===== config.mk =====
export PLATFORM = sky130hd
export DESIGN_NAME = addsub_arbiter_flat
export DESIGN_NICKNAME = d
export VERILOG_FILES = /design/src/rtl/addsub_arbiter_if.sv /design/src/rtl/addsub_arbiter.sv /design/src/flat_wrapper.sv
export SDC_FILE = /design/constraint.sdc
export NUM_CORES = 1
export LEC_CHECK = 0
export ABC_CLOCK_PERIOD_IN_PS = 2730
export CORE_MARGIN = 5
export CORE_UTILIZATION = 45
export CTS_BUF_LIST = sky130_fd_sc_hd__clkbuf_16
export DETAILED_ROUTE_END_ITERATION = 12
export GPL_TIMING_DRIVEN = 0
export PLACE_DENSITY_LB_ADDON = 0.25
export SLEW_MARGIN = 20
export SYNTH_ARGS = -nofsm -noshare
export SYNTH_HDL_FRONTEND = slang
export SYNTH_SLANG_ARGS = --single-unit
export TNS_END_PERCENT = 30

===== constraint.sdc =====
create_clock -name clk -period 2.73 [get_ports clk]
set_clock_uncertainty 0.15 [all_clocks]
set_input_delay 0.4095 -clock clk [delete_from_list [all_inputs] [get_ports clk]]
set_output_delay 0.4095 -clock clk [all_outputs]
set_load 0.005 [all_outputs]

===== src/rtl/addsub_arbiter_if.sv =====
// Request/response bundle between two requesters and the shared saturating
// add/subtract unit. The requester side drives operands and accepts results.
interface addsub_arbiter_if;
    logic        req0_valid;
    logic        req0_ready;
    logic [15:0] req0_a;
    logic [15:0] req0_b;
    logic        req0_sub;

    logic        req1_valid;
    logic        req1_ready;
    logic [15:0] req1_a;
    logic [15:0] req1_b;
    logic        req1_sub;

    logic        rsp0_valid;
    logic        rsp0_ready;
    logic        rsp1_valid;
    logic        rsp1_ready;
    logic [15:0] rsp_sum;
    logic        rsp_ovfl;

    logic [7:0]  ovfl_count;
    logic        ovfl_clr;

    modport master (
        output req0_valid, req0_a, req0_b, req0_sub,
        output req1_valid, req1_a, req1_b, req1_sub,
        output rsp0_ready, rsp1_ready, ovfl_clr,
        input  req0_ready, req1_ready,
        input  rsp0_valid, rsp1_valid, rsp_sum, rsp_ovfl, ovfl_count
    );

    modport slave (
        input  req0_valid, req0_a, req0_b, req0_sub,
        input  req1_valid, req1_a, req1_b, req1_sub,
        input  rsp0_ready, rsp1_ready, ovfl_clr,
        output req0_ready, req1_ready,
        output rsp0_valid, rsp1_valid, rsp_sum, rsp_ovfl, ovfl_count
    );
endinterface


===== src/rtl/addsub_arbiter.sv =====
// Round-robin arbiter in front of a single saturating 16-bit add/subtract
// unit. One operation in flight at a time: IDLE (grant) -> EXEC (compute)
// -> RESP (hold result until the winner takes it).
module addsub_arbiter (
    input  logic               clk,
    input  logic               rst,
    addsub_arbiter_if.slave    bus
);

    typedef enum logic [1:0] {
        IDLE = 2'd0,
        EXEC = 2'd1,
        RESP = 2'd2
    } state_t;

    state_t             state_q, state_d;
    logic               last_grant_q, last_grant_d;
    logic               winner_q, winner_d;

    logic signed [15:0] op_a_q;
    logic signed [15:0] op_b_q;
    logic               op_cin_q;

    logic signed [15:0] rsp_sum_q;
    logic               rsp_ovfl_q;
    logic [7:0]         ovfl_count_q, ovfl_count_d;

    logic               grant0, grant1, accept;
    logic signed [15:0] sum_raw;
    logic               sum_ovfl;

    // Signed overflow of a + b + cin: operands share a sign the result lacks.
    function automatic logic add_ovfl(input logic signed [15:0] a,
                                      input logic signed [15:0] b,
                                      input logic signed [15:0] raw);
        return (a[15] == b[15]) && (raw[15] != a[15]);
    endfunction

    // Clamp on overflow; a wrapped-positive MSB means the true result was negative.
    function automatic logic signed [15:0] sat16(input logic signed [15:0] raw,
                                                 input logic               ovfl);
        if (!ovfl)
            return raw;
        else if (raw[15])
            return 16'sh7FFF;
        else
            return 16'sh8000;
    endfunction

    // Tie goes to the requester not granted last; a lone requester always wins.
    always_comb begin
        grant0 = bus.req0_valid && (!bus.req1_valid || last_grant_q);
        grant1 = bus.req1_valid && (!bus.req0_valid || !last_grant_q);
        accept = (state_q == IDLE) && (grant0 || grant1);
    end

    // Next-state logic and handshake outputs; rst masks outputs so none glitch high.
    always_comb begin
        state_d        = state_q;
        last_grant_d   = last_grant_q;
        winner_d       = winner_q;
        bus.req0_ready = 1'b0;
        bus.req1_ready = 1'b0;
        bus.rsp0_valid = 1'b0;
        bus.rsp1_valid = 1'b0;
        case (state_q)
            IDLE: begin
                bus.req0_ready = grant0 && !rst;
                bus.req1_ready = grant1 && !rst;
                if (accept) begin
                    winner_d     = grant1;
                    last_grant_d = grant1;
                    state_d      = EXEC;
                end
            end
            EXEC: begin
                state_d = RESP;
            end
            RESP: begin
                bus.rsp0_valid = !winner_q && !rst;
                bus.rsp1_valid =  winner_q && !rst;
                if (winner_q ? bus.rsp1_ready : bus.rsp0_ready)
                    state_d = IDLE;
            end
            default: begin
                state_d = IDLE;
            end
        endcase
    end

    // Control state: FSM, fairness pointer and recorded winner.
    always_ff @(posedge clk or posedge rst) begin
        if (rst) begin
            state_q      <= IDLE;
            last_grant_q <= 1'b1;
            winner_q     <= 1'b0;
        end else begin
            state_q      <= state_d;
            last_grant_q <= last_grant_d;
            winner_q     <= winner_d;
        end
    end

    // Operand capture on acceptance; subtract is folded into ~B plus carry-in.
    always_ff @(posedge clk) begin
        if (accept) begin
            op_a_q   <= grant1 ? bus.req1_a : bus.req0_a;
            op_b_q   <= grant1 ? (bus.req1_sub ? ~bus.req1_b : bus.req1_b)
                               : (bus.req0_sub ? ~bus.req0_b : bus.req0_b);
            op_cin_q <= grant1 ? bus.req1_sub : bus.req0_sub;
        end
    end

    // The one shared adder, evaluated from the operand registers.
    always_comb begin
        sum_raw  = op_a_q + op_b_q + {15'd0, op_cin_q};
        sum_ovfl = add_ovfl(op_a_q, op_b_q, sum_raw);
    end

    // Result register, loaded once in EXEC and held through RESP.
    always_ff @(posedge clk or posedge rst) begin
        if (rst) begin
            rsp_sum_q  <= 16'sh0000;
            rsp_ovfl_q <= 1'b0;
        end else if (state_q == EXEC) begin
            rsp_sum_q  <= sat16(sum_raw, sum_ovfl);
            rsp_ovfl_q <= sum_ovfl;
        end
    end

    // Overflow counter next value: clear beats increment, increment stops at 255.
    always_comb begin
        ovfl_count_d = ovfl_count_q;
        if (bus.ovfl_clr)
            ovfl_count_d = 8'd0;
        else if ((state_q == EXEC) && sum_ovfl && (ovfl_count_q != 8'hFF))
            ovfl_count_d = ovfl_count_q + 8'd1;
    end

    // Overflow counter register.
    always_ff @(posedge clk or posedge rst) begin
        if (rst)
            ovfl_count_q <= 8'd0;
        else
            ovfl_count_q <= ovfl_count_d;
    end

    assign bus.rsp_sum    = rsp_sum_q;
    assign bus.rsp_ovfl   = rsp_ovfl_q;
    assign bus.ovfl_count = ovfl_count_q;

endmodule


===== src/flat_wrapper.sv =====
// flat-port wrapper written by rule: the top's interface ports become plain ports
module addsub_arbiter_flat 
  (clk, rst, bus_req0_valid, bus_req0_a, bus_req0_b, bus_req0_sub, bus_req1_valid, bus_req1_a, bus_req1_b, bus_req1_sub, bus_rsp0_ready, bus_rsp1_ready, bus_ovfl_clr, bus_req0_ready, bus_req1_ready, bus_rsp0_valid, bus_rsp1_valid, bus_rsp_sum, bus_rsp_ovfl, bus_ovfl_count);
  addsub_arbiter_if bus_i ();
  input  logic clk;
  input  logic rst;
  input wire logic [$bits(bus_i.req0_valid)-1:0] bus_req0_valid;
  input wire logic [$bits(bus_i.req0_a)-1:0] bus_req0_a;
  input wire logic [$bits(bus_i.req0_b)-1:0] bus_req0_b;
  input wire logic [$bits(bus_i.req0_sub)-1:0] bus_req0_sub;
  input wire logic [$bits(bus_i.req1_valid)-1:0] bus_req1_valid;
  input wire logic [$bits(bus_i.req1_a)-1:0] bus_req1_a;
  input wire logic [$bits(bus_i.req1_b)-1:0] bus_req1_b;
  input wire logic [$bits(bus_i.req1_sub)-1:0] bus_req1_sub;
  input wire logic [$bits(bus_i.rsp0_ready)-1:0] bus_rsp0_ready;
  input wire logic [$bits(bus_i.rsp1_ready)-1:0] bus_rsp1_ready;
  input wire logic [$bits(bus_i.ovfl_clr)-1:0] bus_ovfl_clr;
  output wire logic [$bits(bus_i.req0_ready)-1:0] bus_req0_ready;
  output wire logic [$bits(bus_i.req1_ready)-1:0] bus_req1_ready;
  output wire logic [$bits(bus_i.rsp0_valid)-1:0] bus_rsp0_valid;
  output wire logic [$bits(bus_i.rsp1_valid)-1:0] bus_rsp1_valid;
  output wire logic [$bits(bus_i.rsp_sum)-1:0] bus_rsp_sum;
  output wire logic [$bits(bus_i.rsp_ovfl)-1:0] bus_rsp_ovfl;
  output wire logic [$bits(bus_i.ovfl_count)-1:0] bus_ovfl_count;
  assign bus_i.req0_valid = bus_req0_valid;
  assign bus_i.req0_a = bus_req0_a;
  assign bus_i.req0_b = bus_req0_b;
  assign bus_i.req0_sub = bus_req0_sub;
  assign bus_i.req1_valid = bus_req1_valid;
  assign bus_i.req1_a = bus_req1_a;
  assign bus_i.req1_b = bus_req1_b;
  assign bus_i.req1_sub = bus_req1_sub;
  assign bus_i.rsp0_ready = bus_rsp0_ready;
  assign bus_i.rsp1_ready = bus_rsp1_ready;
  assign bus_i.ovfl_clr = bus_ovfl_clr;
  assign bus_req0_ready = bus_i.req0_ready;
  assign bus_req1_ready = bus_i.req1_ready;
  assign bus_rsp0_valid = bus_i.rsp0_valid;
  assign bus_rsp1_valid = bus_i.rsp1_valid;
  assign bus_rsp_sum = bus_i.rsp_sum;
  assign bus_rsp_ovfl = bus_i.rsp_ovfl;
  assign bus_ovfl_count = bus_i.ovfl_count;
  addsub_arbiter u_core (.clk(clk), .rst(rst), .bus(bus_i));
endmodule

**Yosys cells after proc, flatten, opt, wreduce, memory -nomap -nowiden**

Index checks and enable logic that the tools add are counted.

- Bits in registers: 62

- Equal/unequal tests: 7
- Reductions and logical operators: 22
- Bitwise gates (word level): 2
- Muxes and demuxes: 17
- Add/subtract/negate cells: 3

Operators with widths:

| kind | count |
|---|---|
| $mux W16 | 6 |
| $not A16 Y16 | 2 |
| $add A16 B1 Y16 | 1 |
| $add A16 B16 Y16 | 1 |
| $mux W8 | 2 |
| $logic_and A1 B1 Y1 | 10 |
| $add A8 B1 Y8 const B | 1 |
| $ne A8 B8 Y1 const B | 1 |
| $mux W1 | 6 |
| $pmux W2 S3 | 1 |
| $logic_not A1 Y1 | 5 |
| $mux W2 | 2 |
| $ne A2 B1 Y1 const B | 2 |
| $reduce_and A2 Y1 | 2 |
| $logic_or A1 B1 Y1 | 3 |
| $eq A2 B1 Y1 const B | 1 |
| $eq A2 B2 Y1 const B | 1 |
| $logic_not A2 Y1 | 1 |
| $reduce_bool A2 Y1 | 1 |
| $eq A1 B1 Y1 | 1 |
| $ne A1 B1 Y1 | 1 |

**Logic depth before layout (Yosys ltp)**

- Depth after elaboration: 8
- Depth in mapped cells: 10
- Mapped depth without buffers: 10

**Least setup slack after synthesis**

Ideal clock, no wire load.

- Path kind: register to register
- From: register u_core.op_cin_q
- To: register u_core.rsp_sum_q[14] (netlist: u_core.bus.rsp_sum[14])
- Cell stages (with the launch flop): 11
- Library setup time: 0.130 ns
- Slack: 0.020 ns
- Arrival: 2.430 ns
- Required time: 2.450 ns
- Cell sequence: edfxtp_1 -> inv_1 -> fa_1 -> inv_1 -> fa_1 -> a21o_1 -> a21o_1 -> a2111o_1 -> a2111oi_4 -> or4b_1 -> o221ai_2

- Cells in the longest elaborated chain, start to end: 4
- Elaborated cells on any way between the ends: 5
- Classes of those cells: 1 x add/sub; 1 x eq/ne; 2 x mux; 1 x reduce/logical

Ends and longest elaborated chain:

| what | RTL line | RTL |
|---|---|---|
| start: declaration | addsub_arbiter.sv:22 | `logic op_cin_q;` |
| start signal: assignment | addsub_arbiter.sv:110 | `op_cin_q <= grant1 ? bus.req1_sub : bus.req0_sub;` |
| $add A16 B1 Y16 * | addsub_arbiter.sv:116 | `sum_raw = op_a_q + op_b_q + {15'd0, op_cin_q};` |
| $ne A1 B1 Y1 | addsub_arbiter.sv:36 | `return (a[15] == b[15]) && (raw[15] != a[15]);` |
| $logic_and A1 B1 Y1 | addsub_arbiter.sv:36 |  |
| $mux W16 * | addsub_arbiter.sv:42 | `if (!ovfl)` |
| end signal: assignment | addsub_arbiter.sv:126 | `rsp_sum_q <= sat16(sum_raw, sum_ovfl);` |
| end: declaration | addsub_arbiter.sv:24 | `logic signed [15:0] rsp_sum_q;` |

Every way passes the cells marked *; elsewhere a longest branch is shown, timed or not.
A chain may end at the register's enable or synchronous reset.

**Worst setup path in the final report**

Ends and elaborated chain as after synthesis.

==> flow_summary.ini <==
[synth]
synth_most_common_cell = nor2_1
ys_seq_area_share_pct = 43.01
syn-num-nets = 484
async_flop_share_pct = 46.77
synthTopCellsByArea = edfxtp_1 (25%), dfrtp_1 (18%), mux2_2 (6.5%), ha_1 (4.7%), xnor2_1 (4.4%)
syn_inst = 394
synth_top_area_share_pct = 24.81
ys_top_cells_by_count = nor2_1 (41), nand2_1 (36), edfxtp_1 (33)
syn-mean-instance-area_um2 = 10.14
ys_ff_latch = 62
yosys.area.top_type = edfxtp_1
synthFlopType = edfxtp_1
synthesis.area_um2 = 3994
yosysWarningCount = 0
ys_types = 57
synth_edf_count = 33

[clock_tree]
clkTransAtPathRegs_ns = 0.05
htree_levels = 3
clock_path_buffers = 2
cts.sinks = 62
clockRootBuffer = clkbuf_16
cts_buffers = 9
hold_buffers = 0
insertion_delay_ns = 0.32
cts_tree = done

[layout]
fin_util_pct = 62.95
fill_cells = 716
n_antenna_cell = 0
fin_nets = 596
area_delta_synth_final_pct = 36.78
drive_gt1_share_pct = 13.31
final_area_um2 = 5463
layout.cells.non_filler = 619

[timing]
slew_viol_final = 0
period_needed_ns = 2.760
worst_slack_ns = -0.03019
rsz0062_at_grt = true
worst_slew_pin_slew_ns = 0.7775
finalCritPeriodShare_pct = 101.1
hold_violations = 0
final-setup-viol-count = 1
max-slew-margin-rel_pct = 48.16
fmax_ghz = 0.3623

[grt]
antenna_found_initial = 0
grt_pass1_vias = 3394
grt_max_degree = 35
grt_overflow = 0
grt_usage_pct = 17.13
grt_pass1_wl_um = 15570

[worst_hold_path]
hp-class = in2reg

[placement]
dp_hpwl_um = 7258
place_area_um2 = 5121
pre_cts_ws_ns = -0.3921
dpl.cell_count = 601
io_buffers = 99
gp_congestion = 0.8186

[die]
initial_core_util_pct = 46.02
core_um2 = 8678
row_count = 34
num_io_pins = 102
die_w_um = 104.2
fp.dieH_um = 104.2
die-area_um2 = 10860

[critical_path]
worst-endpoint-required_ns = 2.78
start_kind = register
cp.arrival_ns = 2.81
endpoint_kind = register
crit_fanout = 3
critical_path_class = reg2reg

[pwr]
powerDensity_nw_per_um2 = 974.2
leakagePower_nw = 2.180
ir_drop_v = 0.0003735

[routing]
drt-initial-drc-count = 171
drt_pass1_iterations = 4
via_per_inst = 5.310
routed_wl_um = 9292
remaining_drc_errors = 0
antenna_left = 0
wl_per_cell_um = 15.01
vias = 3287

[outcome]
violations = negative setup slack
status = complete, but fails checks

[flow_run]
drv_cap = 0
==> power by group <==
part	internal [W]	total, W	leakage, nW	switching, W
clock	0.000692	0.00107	0.149	0.000382
combinational	0.00125	0.00265	1.37	0.00140
sequential	0.00140	0.00159	0.663	0.000192
total	0.00335	0.00532	2.18	0.00198
==> state kept, by name, indices dropped and copies added, names as in the netlist <==
signal,count
u_core.winner_q,1
u_core.op_b_q,16
u_core.state_q,2
u_core.bus.rsp_ovfl,1
u_core.bus.rsp_sum,16
u_core.op_a_q,16
u_core.op_cin_q,1
u_core.last_grant_q,1
u_core.bus.ovfl_count,8
==> stage by stage <==
stage               power (W)  hold slack, ns  TNS (ns)
global placement     0.004100          0.3170   -0.5039
global route         0.005701          0.2897   -0.1793
finish               0.005322          0.2750  -0.03019
floorplan            0.003345          0.3239         0
detailed placement   0.004186          0.3194   -0.6125
CTS                  0.005306          0.3324  -0.02851
==> metal layers <==
metal | track usage (%) | up-vias | wire length, um | part of all wire [%]
li1 | - | 1641 | - | -
met1 | 21.55 | 1549 | 4063 | 44
met2 | 28.37 | 91 | 4662 | 50
met3 | 4.904 | 6 | 476 | 5.1
met4 | 5.458 | 0 | 89 | 0.96
met5 | 0 | - | 0 | 0
==> layout by cell type, fill, tap and decap left out, drive strengths merged, types with 3 or more instances in the layout <==
cell type | netlist | layout
a211oi | 3 | 3
clkdlybuf4s50 | 0 | 98
nand2 | 37 | 37
buf | 3 | 6
nor2 | 41 | 41
xnor2 | 20 | 20
o21ai | 24 | 24
or2 | 5 | 5
nor3 | 7 | 7
edfxtp | 33 | 33
a21o | 9 | 9
dfrtp | 28 | 28
nand2b | 4 | 4
mux2 | 24 | 24
mux2i | 9 | 9
nand4 | 3 | 3
ha | 15 | 15
inv | 8 | 11
nand3b | 3 | 3
a21oi | 29 | 29
nor4 | 4 | 4
xor2 | 20 | 20
nor2b | 9 | 9
clkbuf | 14 | 22
nand3 | 6 | 6
and3 | 5 | 5
o21a | 3 | 3
==> logic make-up (layout without fill, tap and decap cells) <==
kind of cell / count (synthesis) / count (layout) / share of synthesized area (%)
AOI/OAI and AO/OA: 86 / 86 / 14.82
xor gates and xnor gates: 40 / 40 / 8.772
adders and majority gates: 17 / 17 / 5.702
buffers and inverters: 25 / 142 / 2.538
DFF: 62 / 62 / 43.01
muxes: 33 / 33 / 9.117
and+or+nand+nor: 131 / 131 / 16.04
==> worst paths after layout <==
check | from | end | slack, ns | cells after the start
worst max-delay path | u_core.op_cin_q | u_core.bus.rsp_sum[14] | -0.03 | 10
worst min-delay path | bus_req1_valid | u_core.state_q[0] | 0.27 | 2
worst max register to register | u_core.op_cin_q | u_core.bus.rsp_sum[14] | -0.03 | 10
worst min register to register | u_core.bus.rsp_sum[15] | u_core.bus.rsp_sum[15] | 0.33 | 1
max in group asynchronous | rst | u_core.bus.ovfl_count[5] | 1.61 | 2
min in group asynchronous | rst | u_core.state_q[0] | 0.41 | 2
==> area by class of cell <==
cell class | instances | area [um^2] | share of cell area, %
plain buffers | 17 | 82.58 | 1.512
clock buffers | 9 | 225.2 | 4.123
clock inverters | 7 | 58.81 | 1.077
inverters | 8 | 30.03 | 0.5497
multi-input cells | 307 | 2205 | 40.36
flip-flops and latches | 62 | 1718 | 31.45
well taps | 108 | 135.1 | 2.474
repair buffers | 101 | 1008 | 18.46
==> critical path, stage by stage (launching register included) <==
cell	delay [ns]
edfxtp_1	0.37
inv_2	0.08
fa_2	0.22
inv_2	0.05
fa_2	0.35
a21o_1	0.17
a21o_1	0.19
a2111o_1	0.44
a2111oi_4	0.35
or4b_1	0.18
o221ai_2	0.07
==> what timing repair did <==
action	4_1_cts	5_1_grt
buffers inserted	1	1
gates resized for setup	9	6
gates cloned	0	0
endpoints found under the setup margin	3	16
pin swaps	6	1
(Power assumes the default switching activity.)
